File: config.mk
export PLATFORM = sky130hd
export DESIGN_NAME = pla_equiv_sweeper_flat
export DESIGN_NICKNAME = d
export VERILOG_FILES = /design/src/rtl/pla_equiv_sweeper_pkg.sv /design/src/rtl/pla_equiv_sweeper_if.sv /design/src/rtl/pla_equiv_sweeper_tagpipe.sv /design/src/rtl/pla_equiv_sweeper.sv /design/src/flat_wrapper.sv
export SDC_FILE = /design/constraint.sdc
export NUM_CORES = 1
export LEC_CHECK = 0
export CAP_MARGIN = 15
export CORE_MARGIN = 2
export CORE_UTILIZATION = 40
export CTS_CLUSTER_DIAMETER = 40
export DETAILED_ROUTE_END_ITERATION = 8
export GPL_ROUTABILITY_DRIVEN = 0
export GPL_TIMING_DRIVEN = 0
export PLACE_DENSITY = 0.76
export SKIP_CTS_REPAIR_TIMING = 1
export SLEW_MARGIN = 10
export SYNTH_ARGS = -nofsm -noshare
export SYNTH_HDL_FRONTEND = slang
export SYNTH_SLANG_ARGS = --single-unit
File: constraint.sdc
create_clock -name i_clk -period 2.8 [get_ports i_clk]
set_input_delay 0.56 -clock i_clk [delete_from_list [all_inputs] [get_ports i_clk]]
set_output_delay 0.56 -clock i_clk [all_outputs]
set_load 0.02 [all_outputs]
File: src/rtl/pla_equiv_sweeper_pkg.sv
// Shared types and constants for the PLA equivalence sweeper.
// The state enum is also exported on the top level as a debug output.
package pla_sweep_pkg;

    typedef enum logic [1:0] {
        IDLE  = 2'd0,
        SWEEP = 2'd1,
        DRAIN = 2'd2,
        DONE  = 2'd3
    } sweep_state_t;

    localparam int LAT_MAX = 8;

    // One extra bit so a full 2^n sweep count never wraps.
    function automatic int cnt_width(input int n_in);
        return n_in + 1;
    endfunction

endpackage

File: src/rtl/pla_equiv_sweeper_if.sv
// Vector bus between the sweeper and the two netlists under test.
interface pla_equiv_sweeper_if #(
    parameter int N_IN = 21
);
    // vec_valid qualifies vec_out in the cycle it is high. There is no ready:
    // the netlists accept a vector every cycle and return y_a/y_b exactly LAT
    // cycles later, so responses are matched by position, not by handshake.
    logic [N_IN-1:0] vec_out;
    logic            vec_valid;
    logic            y_a;
    logic            y_b;

    modport master (output vec_out, output vec_valid, input y_a, input y_b);
    modport slave  (input vec_out, input vec_valid, output y_a, output y_b);
endinterface

File: src/rtl/pla_equiv_sweeper_tagpipe.sv
// Delay line carrying (valid, vector) tags alongside the netlist latency.
// LAT=0 degenerates to wires.
module pla_sweep_tagpipe #(
    parameter int N_IN = 21,
    parameter int LAT  = 1
) (
    input  logic            i_clk,
    input  logic            i_flush,
    input  logic            i_valid,
    input  logic [N_IN-1:0] i_vec,
    output logic            o_valid,
    output logic [N_IN-1:0] o_vec,
    output logic            o_pending
);

    if (LAT == 0) begin : g_wire
        logic w_unused;
        assign w_unused  = &{1'b0, i_clk, i_flush};
        assign o_valid   = i_valid;
        assign o_vec     = i_vec;
        assign o_pending = 1'b0;
    end else begin : g_pipe
        logic [LAT-1:0]  r_valid;
        logic [N_IN-1:0] r_vec [LAT];
        logic [LAT-1:0]  w_lower;

        always_ff @(posedge i_clk) begin
            if (i_flush) begin
                r_valid <= '0;
            end else begin
                r_valid[0] <= i_valid;
                for (int i = 1; i < LAT; i++) begin
                    r_valid[i] <= r_valid[i-1];
                end
            end
            r_vec[0] <= i_vec;
            for (int i = 1; i < LAT; i++) begin
                r_vec[i] <= r_vec[i-1];
            end
        end

        // Pending = a tag still upstream of the output stage after this cycle.
        assign w_lower   = r_valid << 1;
        assign o_pending = i_valid | (|w_lower);
        assign o_valid   = r_valid[LAT-1];
        assign o_vec     = r_vec[LAT-1];
    end

endmodule

File: src/rtl/pla_equiv_sweeper.sv
// Sweeps every input vector into two netlists, compares their outputs after
// LAT cycles and records the mismatch count and the first failing vector.
module pla_equiv_sweeper
    import pla_sweep_pkg::*;
#(
    parameter int N_IN = 21,
    parameter int LAT  = 1
) (
    input  logic                 i_clk,
    input  logic                 i_rst,
    input  logic                 i_start,
    input  logic                 i_abort,
    input  logic                 i_pause,
    input  logic                 i_stop_on_fail,
    pla_equiv_sweeper_if.master  bus,
    output logic                 o_busy,
    output logic                 o_done,
    output logic                 o_aborted,
    output logic [N_IN:0]        o_mismatch_cnt,
    output logic [N_IN:0]        o_checked_cnt,
    output logic [N_IN-1:0]      o_first_fail_vec,
    output logic                 o_first_fail_valid,
    output sweep_state_t         o_state
);

    localparam int CW = cnt_width(N_IN);
    localparam logic [CW-1:0] ONE  = CW'(1);
    localparam logic [CW-1:0] LAST = {1'b0, {N_IN{1'b1}}};

    sweep_state_t    r_state, w_next;
    logic [CW-1:0]   r_issue, r_mis, r_chk;
    logic [N_IN-1:0] r_ffvec;
    logic            r_ffv, r_aborted, r_stop;

    logic            w_start_ok, w_abort, w_vec_valid, w_last;
    logic            w_cmp_valid, w_fail, w_stop_hit, w_stopping, w_pending;
    logic [N_IN-1:0] w_cmp_vec;

    assign w_start_ok  = (r_state == IDLE) & i_start & ~i_abort;
    assign w_abort     = i_abort & (r_state != IDLE);
    assign w_vec_valid = (r_state == SWEEP) & ~i_pause & ~w_stopping;
    assign w_last      = w_vec_valid & (r_issue == LAST);
    assign w_fail      = w_cmp_valid & (bus.y_a ^ bus.y_b);
    assign w_stop_hit  = w_fail & r_stop & (r_state == SWEEP);

    // With LAT=0 the failing vector is the one issuing now, so leaving SWEEP
    // at the edge is enough; suppressing it would also break the comb path.
    if (LAT == 0) begin : g_stop_comb
        assign w_stopping = 1'b0;
    end else begin : g_stop_pipe
        assign w_stopping = w_stop_hit;
    end

    pla_sweep_tagpipe #(.N_IN(N_IN), .LAT(LAT)) u_tagpipe (
        .i_clk     (i_clk),
        .i_flush   (i_rst | w_abort),
        .i_valid   (w_vec_valid),
        .i_vec     (r_issue[N_IN-1:0]),
        .o_valid   (w_cmp_valid),
        .o_vec     (w_cmp_vec),
        .o_pending (w_pending)
    );

    always_comb begin
        w_next = r_state;
        unique case (r_state)
            IDLE:    if (w_start_ok) w_next = SWEEP;
            SWEEP:   if (w_last || w_stop_hit) w_next = (LAT == 0) ? DONE : DRAIN;
            DRAIN:   if (!w_pending) w_next = DONE;
            DONE:    w_next = IDLE;
            default: w_next = IDLE;
        endcase
        if (w_abort) w_next = IDLE;
    end

    always_ff @(posedge i_clk) begin
        if (i_rst) begin
            r_state   <= IDLE;
            r_issue   <= '0;
            r_mis     <= '0;
            r_chk     <= '0;
            r_ffvec   <= '0;
            r_ffv     <= 1'b0;
            r_aborted <= 1'b0;
            r_stop    <= 1'b0;
        end else begin
            r_state <= w_next;
            if (w_start_ok) begin
                r_issue   <= '0;
                r_mis     <= '0;
                r_chk     <= '0;
                r_ffvec   <= '0;
                r_ffv     <= 1'b0;
                r_aborted <= 1'b0;
                r_stop    <= i_stop_on_fail;
            end else if (w_abort) begin
                // Partial counts are kept; the abort-cycle compare is dropped.
                r_aborted <= 1'b1;
            end else begin
                if (w_vec_valid) r_issue <= r_issue + ONE;
                if (w_cmp_valid) begin
                    r_chk <= r_chk + ONE;
                    if (w_fail) begin
                        r_mis <= r_mis + ONE;
                        if (!r_ffv) begin
                            r_ffv   <= 1'b1;
                            r_ffvec <= w_cmp_vec;
                        end
                    end
                end
            end
        end
    end

    assign bus.vec_out         = r_issue[N_IN-1:0];
    assign bus.vec_valid       = w_vec_valid;
    assign o_busy              = (r_state != IDLE);
    assign o_done              = (r_state == DONE);
    assign o_aborted           = r_aborted;
    assign o_mismatch_cnt      = r_mis;
    assign o_checked_cnt       = r_chk;
    assign o_first_fail_vec    = r_ffvec;
    assign o_first_fail_valid  = r_ffv;
    assign o_state             = r_state;

endmodule

File: src/flat_wrapper.sv
// flat-port wrapper written by rule: the top's interface ports become plain ports
module pla_equiv_sweeper_flat import pla_sweep_pkg::*;
#(
    parameter int N_IN = 21,
    parameter int LAT  = 1
)
  (i_clk, i_rst, i_start, i_abort, i_pause, i_stop_on_fail, o_busy, o_done, o_aborted, o_mismatch_cnt, o_checked_cnt, o_first_fail_vec, o_first_fail_valid, o_state, bus_vec_out, bus_vec_valid, bus_y_a, bus_y_b);
  pla_equiv_sweeper_if #(.N_IN(N_IN)) bus_i ();
  input  logic i_clk;
  input  logic i_rst;
  input  logic i_start;
  input  logic i_abort;
  input  logic i_pause;
  input  logic i_stop_on_fail;
  output logic o_busy;
  output logic o_done;
  output logic o_aborted;
  output logic [N_IN:0] o_mismatch_cnt;
  output logic [N_IN:0] o_checked_cnt;
  output logic [N_IN-1:0] o_first_fail_vec;
  output logic o_first_fail_valid;
  output sweep_state_t o_state;
  output wire logic [$bits(bus_i.vec_out)-1:0] bus_vec_out;
  output wire logic [$bits(bus_i.vec_valid)-1:0] bus_vec_valid;
  input wire logic [$bits(bus_i.y_a)-1:0] bus_y_a;
  input wire logic [$bits(bus_i.y_b)-1:0] bus_y_b;
  assign bus_vec_out = bus_i.vec_out;
  assign bus_vec_valid = bus_i.vec_valid;
  assign bus_i.y_a = bus_y_a;
  assign bus_i.y_b = bus_y_b;
  pla_equiv_sweeper #(.N_IN(N_IN), .LAT(LAT)) u_core (.i_clk(i_clk), .i_rst(i_rst), .i_start(i_start), .i_abort(i_abort), .i_pause(i_pause), .i_stop_on_fail(i_stop_on_fail), .bus(bus_i), .o_busy(o_busy), .o_done(o_done), .o_aborted(o_aborted), .o_mismatch_cnt(o_mismatch_cnt), .o_checked_cnt(o_checked_cnt), .o_first_fail_vec(o_first_fail_vec), .o_first_fail_valid(o_first_fail_valid), .o_state(o_state));
endmodule
==> reports/qor.yml, run 1 <==
synthesis:
  synth_top_cell_area_share_pct: 49.0
  ys_types: 39
  synth_edf_count: 0
  yosysSeqAreaShare_pct: 49.0
  synth.cell_area_um2: 4660
  yosysMostFrequentCell: "dfxtp_1"
  syn_area_per_cell_um2: 8.84
  async_reset_ff_share_pct: 0
  synth_common_cells: "dfxtp_1, nor2_1, nand2_1, xnor2_1, nand3_1"
  synth_area_leaders: "dfxtp_1, xnor2_1, nor2_1"
  ys_ff_latch: 114
  netlist_instances: 527
  yosys_warnings: 0
  ys.flop_type: "dfxtp_1"
  synth_nets: 543
  synth_largest_area_cell: "dfxtp_1"
status:
  status: "complete, no violations"
routing:
  drtIter0Drc: 228
  drc: 0
  drtPass1Iterations: 4
  post_drt_via_cell_ratio: 4.92
  drtAntennaViolNets: 0
  drt-total-wl_mm: 11.1
  route.vias.total: 3953
  routedWlPerCell_um: 13.8
finish:
  fin_util_pct: 57.4
  areaGrowthSynthToFinish_pct: 40.1
  multi_input_area_um2: 2080
  seqCellArea_um2: 2280
  antenna_cells: 0
  nFillCells: 1005
  drive_above_1_share_pct: 10.2
  layout.nets: 663
grt:
  grt.overflow.total: 0
  grt_pass1_vias: 3877
  grt_usage_pct: 18.1
  antenna_found_initial: 0
  grt_pass1_wl_mm: 18.3
  grt_max_degree: 17
run:
  maxCapViolations: 0
timing:
  slew_viol_final: 0
  fmax_mhz: 365
  rsz0062_at_grt: "false"
  post-route-period-util_pct: 97.8
  skew_ns: 0.0137
  hold_viol_final: 0
  setup_viol: 0
  min_period_ns: 2.74
  worstMarginPinSlew_ns: 1.00
  slew_headroom_pct: 32.6
floorplan:
  io_pins: 101
  dieArea_um2: 12500
  rows: 39
  dieHeight_um: 112
  initial_core_util_pct: 41.0
  die_x_um: 112
  core_area_um2: 11400
power_and_ir_drop:
  report.power.total_w: 0.00424
  power_density_nw_per_um2: 649
  leakagePower_nw: 2.27
  vdd_ir_drop_max_mv: 0.351
worst_setup_path:
  critPathCaptureType: "output port"
  slowest_stage: "clkdlybuf4s50_1"
  cp_common_cell: "clkbuf_2"
  worstSetupPathType: "in2out"
  arrival_ns: 2.18
  start_kind: "input port"
  crit_family: "buffers and inverters"
  path_max_fanout: 10
  critPathRequiredTime_ns: 2.24
  critPathMaxStageDelay_ns: 0.48
  cp_num_buf_inv: 3
  path_cells: "clkdlybuf4s50_1, xnor2_2, o21ai_2, clkbuf_2, nor2_2, clkbuf_2"
clock_network:
  cts_num_sinks: 114
  numCtsBuffers: 17
  cts.clk_slew.worst_paths_ns: 0.06
  htree_levels: 4
  cts_tree: "built"
  cts-root-buf: "clkbuf_16"
  clk_latency_ns: 0.40
  clockBufferDepth: 2
placement:
  dp_hpwl_mm: 7.94
  io_buffers: 100
min_path:
  hold_class: "reg2reg"
-- report_power, final --
part / switching, W / internal, W / leakage, nW / total [W]
sequential: 0.0000105 / 0.00163 / 0.918 / 0.00164
clock: 0.000750 / 0.00166 / 0.320 / 0.00241
combinational: 0.000125 / 0.0000612 / 1.03 / 0.000186
total: 0.000886 / 0.00335 / 2.27 / 0.00424
-- placed cells by master (no fill, tap or decap), types with 4 or more instances in the layout --
master           netlist  layout
inv_1                 16      16
o21ai_0                5       5
and3_1                 4       4
clkbuf_16              0      17
buf_4                 21      22
nand2_1               65      65
dfxtp_1              114     114
nand4_1               10      10
nor3_1                15      15
nor2_1                73      72
xnor2_1               36      35
nor4_1                18      18
a21oi_1               26      26
clkdlybuf4s50_1        0      99
bufinv_16              0       5
xor2_1                25      25
nand3_1               27      27
and4_1                12      12
ha_1                   8       8
clkbuf_1              18      18
-- final timing paths --
kind / slack (ns) / cells past startpoint / startpoint / end
setup / recovery: 0.06 / 6 / bus_y_a / bus_vec_valid
hold / removal: 0.40 / 0 / u_core.r_issue[13] / u_core.u_tagpipe.g_pipe.r_vec[0][13]
setup reg to reg: 0.32 / 9 / u_core.o_state[1] / u_core.r_issue[19]
hold reg to reg: 0.40 / 0 / u_core.r_issue[13] / u_core.u_tagpipe.g_pipe.r_vec[0][13]
-- kinds of logic after synthesis --
group	synth area share (%)
AOI/OAI and AO/OA	4.46
adders and majority gates	2.15
muxes	0.672
xor gates and xnor gates	11.5
buffers and inverters	6.74
DFF	49.0
and+or+nand+nor	25.5
-- cell type report --
class,count,share of cell area (%)
inverters,16,0.920
clock buffers,21,7.21
repair buffers,101,15.4
clock inverters,11,3.07
plain buffers,44,3.91
multi-input cells,353,31.8
well taps,143,2.74
flip-flops and latches,114,35.0
-- state kept, by name, indices dropped and copies added, names as in the netlist --
name and count:
u_core.o_aborted 1, u_core.o_checked_cnt 22, u_core.o_first_fail_valid 1, u_core.o_first_fail_vec 21, u_core.o_mismatch_cnt 22, u_core.o_state 2, u_core.r_issue 22, u_core.r_stop 1
u_core.u_tagpipe.g_pipe.r_vec 21, u_core.u_tagpipe.o_valid 1
-- per-stage QoR --
stage / setup slack (ns) / hold slack, ns / cell area [um^2] / setup TNS, ns / cells
CTS: -0.754 / 0.404 / 6510 / -0.754 / 802
global route: 0.000488 / 0.411 / 6530 / 0 / 803
global placement: -0.784 / 0.395 / 5840 / -1.42 / 770
floorplan: 0.643 / 0.376 / 4660 / 0 / 527
finish: 0.0618 / 0.404 / 6530 / 0 / 803
detailed placement: -0.742 / 0.396 / 5840 / -1.65 / 770
-- layer usage --
metal / routed length, um / GRT usage (%) / up-vias
met5: 0 / 0 / -
met2: 5460 / 30.3 / 101
met3: 630 / 5.72 / 10
met4: 126 / 6.67 / 0
met1: 4890 / 21.8 / 1854
li1: - / - / 1988
Note: power is estimated with default switching activity, not from simulation.
==> run 2: changes to the inputs <==
--- a/config.mk
+++ b/config.mk
@@ -6,13 +6,12 @@
 export NUM_CORES = 1
 export LEC_CHECK = 0
 export CAP_MARGIN = 15
-export CORE_MARGIN = 2
-export CORE_UTILIZATION = 40
+export CORE_UTILIZATION = 50
 export CTS_CLUSTER_DIAMETER = 40
 export DETAILED_ROUTE_END_ITERATION = 8
 export GPL_ROUTABILITY_DRIVEN = 0
 export GPL_TIMING_DRIVEN = 0
-export PLACE_DENSITY = 0.76
+export PLACE_DENSITY = 0.9
 export SKIP_CTS_REPAIR_TIMING = 1
 export SLEW_MARGIN = 10
 export SYNTH_ARGS = -nofsm -noshare
==> reports/qor.yml, run 2 (synthesis results as in run 1) <==
finish:
  drive_above_1_share_pct: 10.0  # -0.14 points
  design_area_um2: 6390  # -2.1%
  final_cell_mix: "dfxtp_1, clkdlybuf4s50_1, nor2_1, nand2_1, xnor2_1"
  antenna_cells: 0  # unchanged
  layout.nets: 663  # unchanged
  areaGrowthSynthToFinish_pct: 37.2
  layout_commonest_cell: "dfxtp_1"
  nFillCells: 627  # -38%
run:
  maxCapViolations: 0  # unchanged
worst_setup_path:
  reg2reg_to: "u_core.r_issue[13]"
  cp_common_cell: "clkbuf_2"
  reg2regPathDepth: 9  # unchanged
  slowest_stage: "clkdlybuf4s50_1"
  start_kind: "input port"
  worstSetupPathType: "in2out"
  critPathRequiredTime_ns: 2.24  # about the same
  critPathCaptureType: "output port"
  reg2reg_from: "u_core.o_state[1]"
  arrival_ns: 2.14  # -0.04 ns
  critPathMaxStageDelay_ns: 0.47  # about the same
  path_cells: "clkdlybuf4s50_1, xnor2_2, o21ai_2, clkbuf_2, nor2_2, clkbuf_2"
  rrSetupSlack_ns: 0.31  # about the same
  path_max_fanout: 10  # unchanged
routing:
  drc: 7  # +7
  routedWlPerCell_um: 14.6  # +5.4%
  post_drt_via_cell_ratio: 5.35  # +8.8%
  drtIter0Drc: 164  # -28%
  drtAntennaViolNets: 0  # unchanged
  drt-total-wl_mm: 11.2  # +0.68%
  route.vias.total: 4107  # +3.9%
  drtPass1Iterations: 9  # +5
timing:
  setup_viol: 0  # unchanged
  min_period_ns: 2.70  # -0.0414 ns
  hold_viol_final: 0  # unchanged
  skew_ns: 0.00696  # -0.00671 ns
  setup_slack_ns: 0.103  # +0.0414 ns
  rsz0062_at_grt: "false"
  slew_headroom_pct: 37.6  # +5.1 points
  slew_viol_final: 0  # unchanged
  post-route-period-util_pct: 96.3  # -1.5 points
  timing.setup.tns_ns: 0  # unchanged
  fmax_mhz: 371  # +1.5%
  worstMarginPinSlew_ns: 0.928  # -0.0753 ns
floorplan:
  io_pins: 101  # unchanged
  dieArea_um2: 9710  # -23%
  initial_core_util_pct: 52.4  # +11 points
  rows: 34  # -13%
  dieHeight_um: 98.5  # -12%
  die_x_um: 98.5  # -12%
  core_area_um2: 8890  # -22%
grt:
  antenna_found_initial: 0  # unchanged
  grt_max_degree: 17  # unchanged
  grt_pass1_wl_mm: 18.4  # +0.34%
  grt.overflow.total: 0  # unchanged
  grt_pass1_vias: 3909  # +0.83%
  grt_usage_pct: 23.5  # +5.4 points
clock_network:
  clockBufferDepth: 2  # unchanged
  clk_latency_ns: 0.50  # +0.10 ns
  cts.clk_slew.worst_paths_ns: 0.06  # about the same
  cts_tree: "built"
  cts_num_sinks: 114  # unchanged
  cts-root-buf: "clkbuf_8"
  htree_levels: 4  # unchanged
  numCtsBuffers: 17  # unchanged
power_and_ir_drop:
  leakagePower_nw: 2.22  # -2.0%
  report.power.total_w: 0.00389  # -8.3%
  vdd_ir_drop_max_mv: 0.453  # +29%
  power_density_nw_per_um2: 608  # -6.3%
min_path:
  hold_class: "reg2reg"
  holdPathEnd: "u_core.u_tagpipe.g_pipe.r_vec[0][12]"
  min_path_cells: 0  # unchanged
  hold_start: "u_core.r_issue[12]"
placement:
  dp_hpwl_mm: 7.76  # -2.2%
  dp_slack_ns: -0.698  # +0.0446 ns
  placed_area_um2: 5790  # -0.75%
  io_buffers: 100  # unchanged
status:
  violations: "design-rule violations"
  status: "finished, violations left"
run 2: cell count changes in the layout (fill, tap and decap cells not counted), sizes merged:
cell,change
clkinvlp,+2
clkbuf,+1
inv,-1
bufinv,-3
run 2: routing by layer:
layer / track usage, % / wire (um)
met1: 29.0 / 4880
met2: 39.6 / 5440
met3: 5.60 / 608
met4: 9.30 / 253
met5: 0 / 0
run 2: worst max path at each step:
stage                                  from                         to  slack (ns)  cells past startpoint
final                               bus_y_a              bus_vec_valid        0.10                      6
after global routing                bus_y_a              bus_vec_valid        0.01                      6
after detailed placement            bus_y_b              bus_vec_valid       -0.70                      6
after floorplan           u_core.o_state[0]  u_core.o_mismatch_cnt[19]        0.64                      9
after CTS                           bus_y_b              bus_vec_valid       -0.72                      6
after global placement              bus_y_b              bus_vec_valid       -0.71                      6
run 2: area by class of cell:
type	instances	area, um^2	share of cell area (%)
flip-flops and latches	114	2280	35.7
multi-input cells	353	2080	32.5
repair buffers	101	1000	15.7
clock buffers	22	473	7.40
plain buffers	44	255	3.99
well taps	108	135	2.11
clock inverters	9	105	1.64
inverters	16	60.1	0.940
run 2: metrics by stage:
stage	cells	util (%)	hold slack [ns]
after CTS	766	71.7	0.402
after global placement	735	65.2	0.393
after floorplan	527	-	0.376
after global routing	767	71.9	0.407
final	767	71.9	0.408
after detailed placement	735	65.2	0.393
run 2: power breakdown:
group	switching, W	internal, W	total (W)
Combinational	0.000127	0.0000616	0.000188
Clock	0.000707	0.00135	0.00206
Sequential	0.0000108	0.00163	0.00164
Total	0.000845	0.00304	0.00389
run 2: critical path: cells and delay by family:
kind	cells	cell delay [ns]
buffers and inverters	3	0.90
xor gates and xnor gates	1	0.34
AOI/OAI and AO/OA	1	0.18
and+or+nand+nor	1	0.16
